File: src/rtl/dmem_arb_pkg.sv
// Shared types and constants for the two-master data-memory arbiter.
`default_nettype none

package dmem_arb_pkg;

  localparam int NUM_MASTERS = 2;
  localparam int MASTER_CORE = 0;
  localparam int MASTER_DBG  = 1;

  typedef enum logic [1:0] {
    IDLE = 2'd0,
    OWN0 = 2'd1,
    OWN1 = 2'd2
  } arb_state_e;

endpackage : dmem_arb_pkg

`default_nettype wire

File: src/rtl/dmem_arbiter.sv
// Two-master single-port data-memory arbiter with bounded bursts,
// round-robin tie-break and one-cycle load response routing.
`default_nettype none

module dmem_arbiter
  import dmem_arb_pkg::*;
#(
  parameter int MAX_BURST = 4,
  parameter int AW        = 32,
  parameter int DW        = 32
) (
  input  logic                      clk,
  input  logic                      rst,
  input  logic [NUM_MASTERS-1:0]    req,
  input  logic [NUM_MASTERS-1:0]    we,
  input  logic [NUM_MASTERS*AW-1:0] addr,
  input  logic [NUM_MASTERS*DW-1:0] wdata,
  output logic [NUM_MASTERS-1:0]    gnt,
  output logic [NUM_MASTERS-1:0]    rvalid,
  output logic [DW-1:0]             rdata,
  output logic                      mem_en,
  output logic                      mem_we,
  output logic [AW-1:0]             mem_addr,
  output logic [DW-1:0]             mem_wdata,
  input  logic [DW-1:0]             mem_rdata
);

  localparam int            CW      = $clog2(MAX_BURST + 1);
  localparam logic [CW-1:0] MAX_CNT = CW'(MAX_BURST);

  arb_state_e                 state_q, state_d;
  logic [CW-1:0]              cnt_q, cnt_d;
  logic                       rr_last_q, rr_last_d;
  logic [NUM_MASTERS-1:0]     rvalid_q, rvalid_d;
  logic [NUM_MASTERS-1:0]     grant;

  always_ff @(posedge clk or negedge rst) begin
    if (!rst) begin
      state_q   <= IDLE;
      cnt_q     <= '0;
      rr_last_q <= 1'b1;
      rvalid_q  <= '0;
    end else begin
      state_q   <= state_d;
      cnt_q     <= cnt_d;
      rr_last_q <= rr_last_d;
      rvalid_q  <= rvalid_d;
    end
  end

  // Grant decision; the reset term keeps every memory-side output quiet in reset.
  always_comb begin
    grant = '0;
    unique case (state_q)
      IDLE: begin
        if (req[MASTER_CORE] && req[MASTER_DBG]) grant[~rr_last_q] = 1'b1;
        else                                      grant = req;
      end
      OWN0: begin
        if (req[MASTER_CORE] && (cnt_q < MAX_CNT || !req[MASTER_DBG])) grant[MASTER_CORE] = 1'b1;
        else if (req[MASTER_DBG])                                       grant[MASTER_DBG]  = 1'b1;
      end
      OWN1: begin
        if (req[MASTER_DBG] && (cnt_q < MAX_CNT || !req[MASTER_CORE])) grant[MASTER_DBG]  = 1'b1;
        else if (req[MASTER_CORE])                                      grant[MASTER_CORE] = 1'b1;
      end
      default: grant = '0;
    endcase
    if (!rst) grant = '0;
  end

  always_comb begin
    state_d   = IDLE;
    cnt_d     = '0;
    rr_last_d = rr_last_q;
    rvalid_d  = grant & ~we;
    if (|grant) begin
      rr_last_d = grant[MASTER_DBG];
      state_d   = grant[MASTER_DBG] ? OWN1 : OWN0;
      if (state_d == state_q) cnt_d = (cnt_q == MAX_CNT) ? cnt_q : cnt_q + 1'b1;
      else                    cnt_d = CW'(1);
    end
  end

  always_comb begin
    gnt       = grant;
    mem_en    = |grant;
    mem_we    = 1'b0;
    mem_addr  = '0;
    mem_wdata = '0;
    if (grant[MASTER_DBG]) begin
      mem_we    = we[MASTER_DBG];
      mem_addr  = addr[2*AW-1:AW];
      mem_wdata = wdata[2*DW-1:DW];
    end else if (grant[MASTER_CORE]) begin
      mem_we    = we[MASTER_CORE];
      mem_addr  = addr[AW-1:0];
      mem_wdata = wdata[DW-1:0];
    end
    rvalid = rvalid_q;
    rdata  = (|rvalid_q) ? mem_rdata : '0;
  end

endmodule : dmem_arbiter

`default_nettype wire

File: config.mk
export PLATFORM = sky130hd
export DESIGN_NAME = dmem_arbiter
export DESIGN_NICKNAME = d
export VERILOG_FILES = /design/src/rtl/dmem_arb_pkg.sv /design/src/rtl/dmem_arbiter.sv
export SDC_FILE = /design/constraint.sdc
export NUM_CORES = 1
export LEC_CHECK = 0
export ABC_CLOCK_PERIOD_IN_PS = 3150
export BUFFER_PORTS_ARGS = -buffer_cell sky130_fd_sc_hd__buf_2
export CAP_MARGIN = 40
export CORE_AREA = 10 10 95 97
export DETAILED_ROUTE_END_ITERATION = 8
export DIE_AREA = 0 0 105 107
export GPL_TIMING_DRIVEN = 0
export PLACE_DENSITY = 0.62
export SKIP_LAST_GASP = 1
export SLEW_MARGIN = 20
export SYNTH_ARGS = -nofsm -noshare
export SYNTH_HDL_FRONTEND = slang
export SYNTH_SLANG_ARGS = --single-unit
File: constraint.sdc
create_clock -name clk -period 3.15 [get_ports clk]
set_clock_uncertainty 0.1 [all_clocks]
set_input_delay 0.315 -clock clk [delete_from_list [all_inputs] [get_ports clk]]
set_output_delay 0.315 -clock clk [all_outputs]
set_load 0.02 [all_outputs]
Word level (Yosys, flattened, before mapping)
Index checks and enable logic that the tools add are counted. W data, S select, Z words.

Bits in registers: 8. Bits in latches: 0. Bits in writable memories: 0. ROM bits: 0. Bits of input ports: 166. Memories: 0.

Add/sub/neg operators: 1. $mul: 0. Divide/modulo/power cells: 0. $lt $le $gt $ge: 3. Equal/unequal tests: 5. Shift operators: 0. Mux-type cells: 23. Bitwise gates (word level): 3. Reduce and logical (&&, ||, !) cells: 11.

Operators with widths (count): $mux W32 (5); $mux W1 (9); $mux W3 (3); $mux W2 (4); $pmux W2 S3 (1); $logic_and A1 B1 Y1 (4); $reduce_or A2 Y1 (2); $add A3 B1 Y3 const B (1); $eq A3 B3 Y1 const B (1); $lt A3 B3 Y1 const B (1); $ne A3 B3 Y1 const B (1); $and A2 B2 Y2 (1); $eq A2 B1 Y1 const B (1); $eq A2 B2 Y1 (1); $eq A2 B2 Y1 const B (1); $logic_not A1 Y1 (2); $logic_not A2 Y1 (1); $logic_or A1 B1 Y1 (2); $lt A1 B2 Y1 const B (1); $not A2 Y2 (1); $demux W1 S1 (1); $ge A1 B1 Y1 const B (1); $not A1 Y1 (1).

Logic depth before layout (Yosys ltp)
Depth after elaboration: 12. Gate-level depth with buffers: 6.

Least setup slack after synthesis
No wires, ideal clock.

Kind: reg-to-output. Start: reg state_q[0]. End: out mem_addr[25]. Data arrival time: 1.661 ns. Slack: 1.074 ns. Cell stages (with the launch flop): 7. Path buffers: 2. Path through: dfrtp_1 -> buf_6 -> or4b_4 -> o21ai_4 -> a211oi_4 -> buf_6 -> a22o_1.

Cells in the longest elaborated chain, start to end: 5. Elaborated cells between the ends (all ways): 7. Classes of those cells: eq/ne (2); mux (4); reduce/logical (1).

RTL lines: start, declared (RTL line dmem_arbiter.sv:31) `arb_state_e state_q, state_d;`; start signal, assigned (RTL line dmem_arbiter.sv:44) `state_q <= state_d;`; $eq A2 B2 Y1, or another cell as far along (RTL line dmem_arbiter.sv:54) `unique case (state_q)`; $pmux W2 S3 (*) (RTL line dmem_arbiter.sv:54); $mux W2 (*) (RTL line dmem_arbiter.sv:69) `if (!rst) grant = '0;`; via gnt[0] (RTL line dmem_arbiter.sv:18) `output logic [NUM_MASTERS-1:0] gnt,`; $mux W32 (*) (RTL line dmem_arbiter.sv:95) `end else if (grant[MASTER_CORE]) begin`; $mux W32 (*) (RTL line dmem_arbiter.sv:91) `if (grant[MASTER_DBG]) begin`; end, declared (RTL line dmem_arbiter.sv:23) `output logic [AW-1:0] mem_addr,`.

Mark *: on every way through the listed nets, which the timed path passes. The rest lies on a longest branch.

Worst setup path in the final report
Start: reg state_q[0]. End: out mem_addr[3].

Cells in the longest elaborated chain, start to end: 5. Elaborated cells between the ends (all ways): 7. Classes of those cells: eq/ne (2); mux (4); reduce/logical (1).

RTL lines (RTL line): $eq A2 B2 Y1, or another cell as far along (dmem_arbiter.sv:54); $pmux W2 S3 (*) (dmem_arbiter.sv:54); $mux W2 (*) (dmem_arbiter.sv:69); $mux W32 (dmem_arbiter.sv:95); $mux W32 (*) (dmem_arbiter.sv:91).

Every way passes the cells marked *; elsewhere a longest branch is shown, timed or not.

==> out/results.txt <==
status - completed
number of port buffers - 267
die width - 105 µm
P_sw - 0.000369 W
DRT Wirelength - 10,000 µm
Max VDD drop - 111 µV
DR pass1 iterations - 4
Yosys Warn Count - 0
RSZ-0062 raised after global routing - false
worst path required time - 2.73 ns
Yosys cell types - 28
syn avg cell area - 8.32 µm²
Vias per Instance - 4.50
largest stage delay on the critical path - 0.54 ns
CTS tree - built
Top delay family on crit path - compound AO/OA/AOI/OAI gates
WP buf/inv - 3
post-synthesis compound-gate area fraction - 0.503
fraction of the yosys area taken by sequential cells - 0.147
CP Data Arrival Time - 2.42 ns
crit path launch type - flop
final net count - 607
largest net degree at the start of global routing - 11
worst skew pair latency - 0.23 ns
Comb pwr share - 0.689
r2r endpoint - cnt_q[0]$_DFFE_PN0P_
synthesized net count - 333
simple-gate share of the synthesized area - 0.220
Post-CTS Resized - 0
Worst-Margin Slew - 0.633 ns
depth of the worst hold-timing path - 2
HP Start - we[1]
hold path endpoint - rvalid[1]$_DFF_PN0_
Total GRT Usage - 0.158
origin of the critical flop-to-flop path - state_q[0]$_DFF_PN0_
max-cap viol count - 0
CTS H-Tree Depth - 1
clk slew on worst S/H paths - 0.04 ns
r2r worst-path depth - 6
synthesized area - 1370 µm²
number of diodes - 0
switching part of the total power - 0.453
Post-Synth Adder-Cell Area - 0.0182
Critical Path Stages - 7
critical path peak fanout - 10
largest family of logic cells by synthesized area - compound AO/OA/AOI/OAI gates
Clock power frac - 0.163
crit-path cells - buf_6 > nand2_1 > o2111ai_1 > a21oi_1 > clkbuf_1 > a22o_1 > buf_2
Routed Antenna Nets - 0
core area - 7140 µm²
total CTS buffers - 3
layout cells sized above 1 - 0.648
# IOs - 268
Post-Synth XOR/XNOR Area - 0.00638
drt wl/cell - 18.7 µm
post-CTS setup buffers - 0
residual DRC count - 0
final setup TNS - 0 ns
flop2flop setup slack - 1.06 ns
vias in the first global route - 2,585
Site Rows - 31
hold crit path type - primary input to flop
Rel. slew slack - 0.578
Final Hold Viols - 0
Int Power - 0.000446 W
Slew Viols, Final - 0
Tmin final - 2.83 ns
power density cells - 281 nW/µm²
DRT iter0 DRCs - 61
CP max stage cell - clkbuf_1
antenna violations before repair - 1
endpoint type of the worst setup path - output port
Root Driver - clkbuf_8
via count - 2,417
period utilization - 0.898
dpl hpwl - 9030 µm
Initial Utilization - 0.192
Syn Inst Count - 165
Tot Pwr - 0.000814 W
Final setup viols - 0
grt ovf - 0
Syn-to-layout area delta - 111%
Synth Register Bits - 8
Sequential Power Share - 0.149
Num Clock Sinks - 8
Placer Congestion - 0.822
critical path class - flop to output port
first-pass GRT wire length - 14,300 µm
mux contribution to synthesized area - 0
die area - 11,200 µm²
Die Ht - 107 µm
leakage - 1.77 nW
CTS Buffer Depth - 2
fmax - 353 MHz
## per-stage QoR
step,std cells,hold slack (ns),cell area [µm²],setup WS (ns),util
after floorplan,165,-0.0806,1370,1.07,-
after global placement,531,0.0950,2830,0.457,0.397
after detailed placement,531,0.0961,2830,0.401,0.397
after CTS,537,0.157,2900,0.204,0.406
after global routing,537,0.158,2900,0.0253,0.406
final,537,0.158,2900,0.320,0.406
## Yosys cell counts, drive strengths merged
| library cell | count | area (µm²) |
|---|---|---|
| o21ai | 2 | 21.3 |
| or2 | 1 | 6.26 |
| o2111ai | 1 | 8.76 |
| nand2b | 1 | 6.26 |
| or4b | 1 | 13.8 |
| inv | 3 | 11.3 |
| dfstp | 1 | 26.3 |
| a21oi | 3 | 15.0 |
| a22o | 65 | 569 |
| a21o | 1 | 7.51 |
| nor3 | 1 | 5.00 |
| nor2b | 34 | 213 |
| nand3 | 1 | 5.00 |
| a211oi | 3 | 35.0 |
| ha | 2 | 25.0 |
| nor2 | 5 | 18.8 |
| o21bai | 1 | 7.51 |
| buf | 10 | 100 |
| o31ai | 1 | 7.51 |
| o2bb2ai | 1 | 8.76 |
| clkbuf | 9 | 33.8 |
| xnor2 | 1 | 8.76 |
| nand2 | 9 | 33.8 |
| dfrtp | 7 | 175 |
| o32a | 1 | 10.0 |
## timing repair
action,in CTS,in global routing
hold buffers,2,0
endpoints found under the hold margin,7,0
endpoints found under the setup margin,0,0
## registers in the layout, summed over array words and instances, names as in the netlist
signal and flops:
rr_last_q 1, state_q 2, rvalid 2, cnt_q 3
## layout make-up
type                       instances  area [µm²]
clock buffer                       4        45.0
inverter                           3        11.3
multi-input combinational        135        1030
timing repair buffer             269        1360
fill                             771        4240
tap                               99         124
buffer                            19         134
sequential                         8         201
## cell families (layout without fill, tap and decap cells)
logic type / Yosys count / in the layout
xor gates and xnor gates: 1 / 1
and+or+nand+nor: 53 / 53
DFF: 8 / 8
buffers and inverters: 22 / 295
AOI/OAI and AO/OA: 79 / 79
adders and majority gates: 2 / 2
## worst max-delay path by stage
stage                                    start             to  slack [ns]
after CTS                 state_q[0]$_DFF_PN0_    mem_addr[3]        0.20
after detailed placement                   rst    mem_addr[3]        0.40
after global placement                     rst  mem_wdata[25]        0.46
final                     state_q[0]$_DFF_PN0_    mem_addr[3]        0.32
after global routing      cnt_q[2]$_DFFE_PN0P_  mem_wdata[29]        0.03
after floorplan           state_q[0]$_DFF_PN0_   mem_addr[25]        1.07
## per-layer routing
metal	global-route usage	wire length, µm	vias up
li1	-	-	1177
met1	0.156	3550	1060
met2	0.287	5110	165
met3	0.0856	1260	13
met4	0.0304	111	2
met5	0	13	-
## cell usage in the layout, fill, tap and decap left out, drive strengths merged, types with 2 or more instances in the layout
master       Yosys  layout
a21oi            3       3
inv              3       3
a22o            65      65
dfrtp            7       7
nor2b           34      34
dlygate4sd3      0       2
a211oi           3       3
nand2            9       9
clkbuf           9      13
nor2             5       5
ha               2       2
buf             10     277
o21ai            2       2
## power by group through the flow
| stage | logic, W | registers (W) | clock network, W |
|---|---|---|---|
| 6_report | 0.000561 | 0.000121 | 0.000132 |
| 2_1_floorplan | 0.000318 | 0.000122 | 0 |
| 4_1_cts | 0.000569 | 0.000120 | 0.000139 |
| 3_5_place_dp | 0.000565 | 0.000122 | 0 |
| 5_1_grt | 0.000608 | 0.000122 | 0.000145 |
| 3_3_place_gp | 0.000559 | 0.000121 | 0 |
## worst reg2reg max path: stages, from the launching register on
cell       delay (ns)
dfrtp_1          0.36
buf_6            0.14
nand2_1          0.08
o2111ai_1        0.13
a21oi_1          0.53
clkbuf_1         0.45
o32a_1           0.23
(Power assumes the default switching activity.)
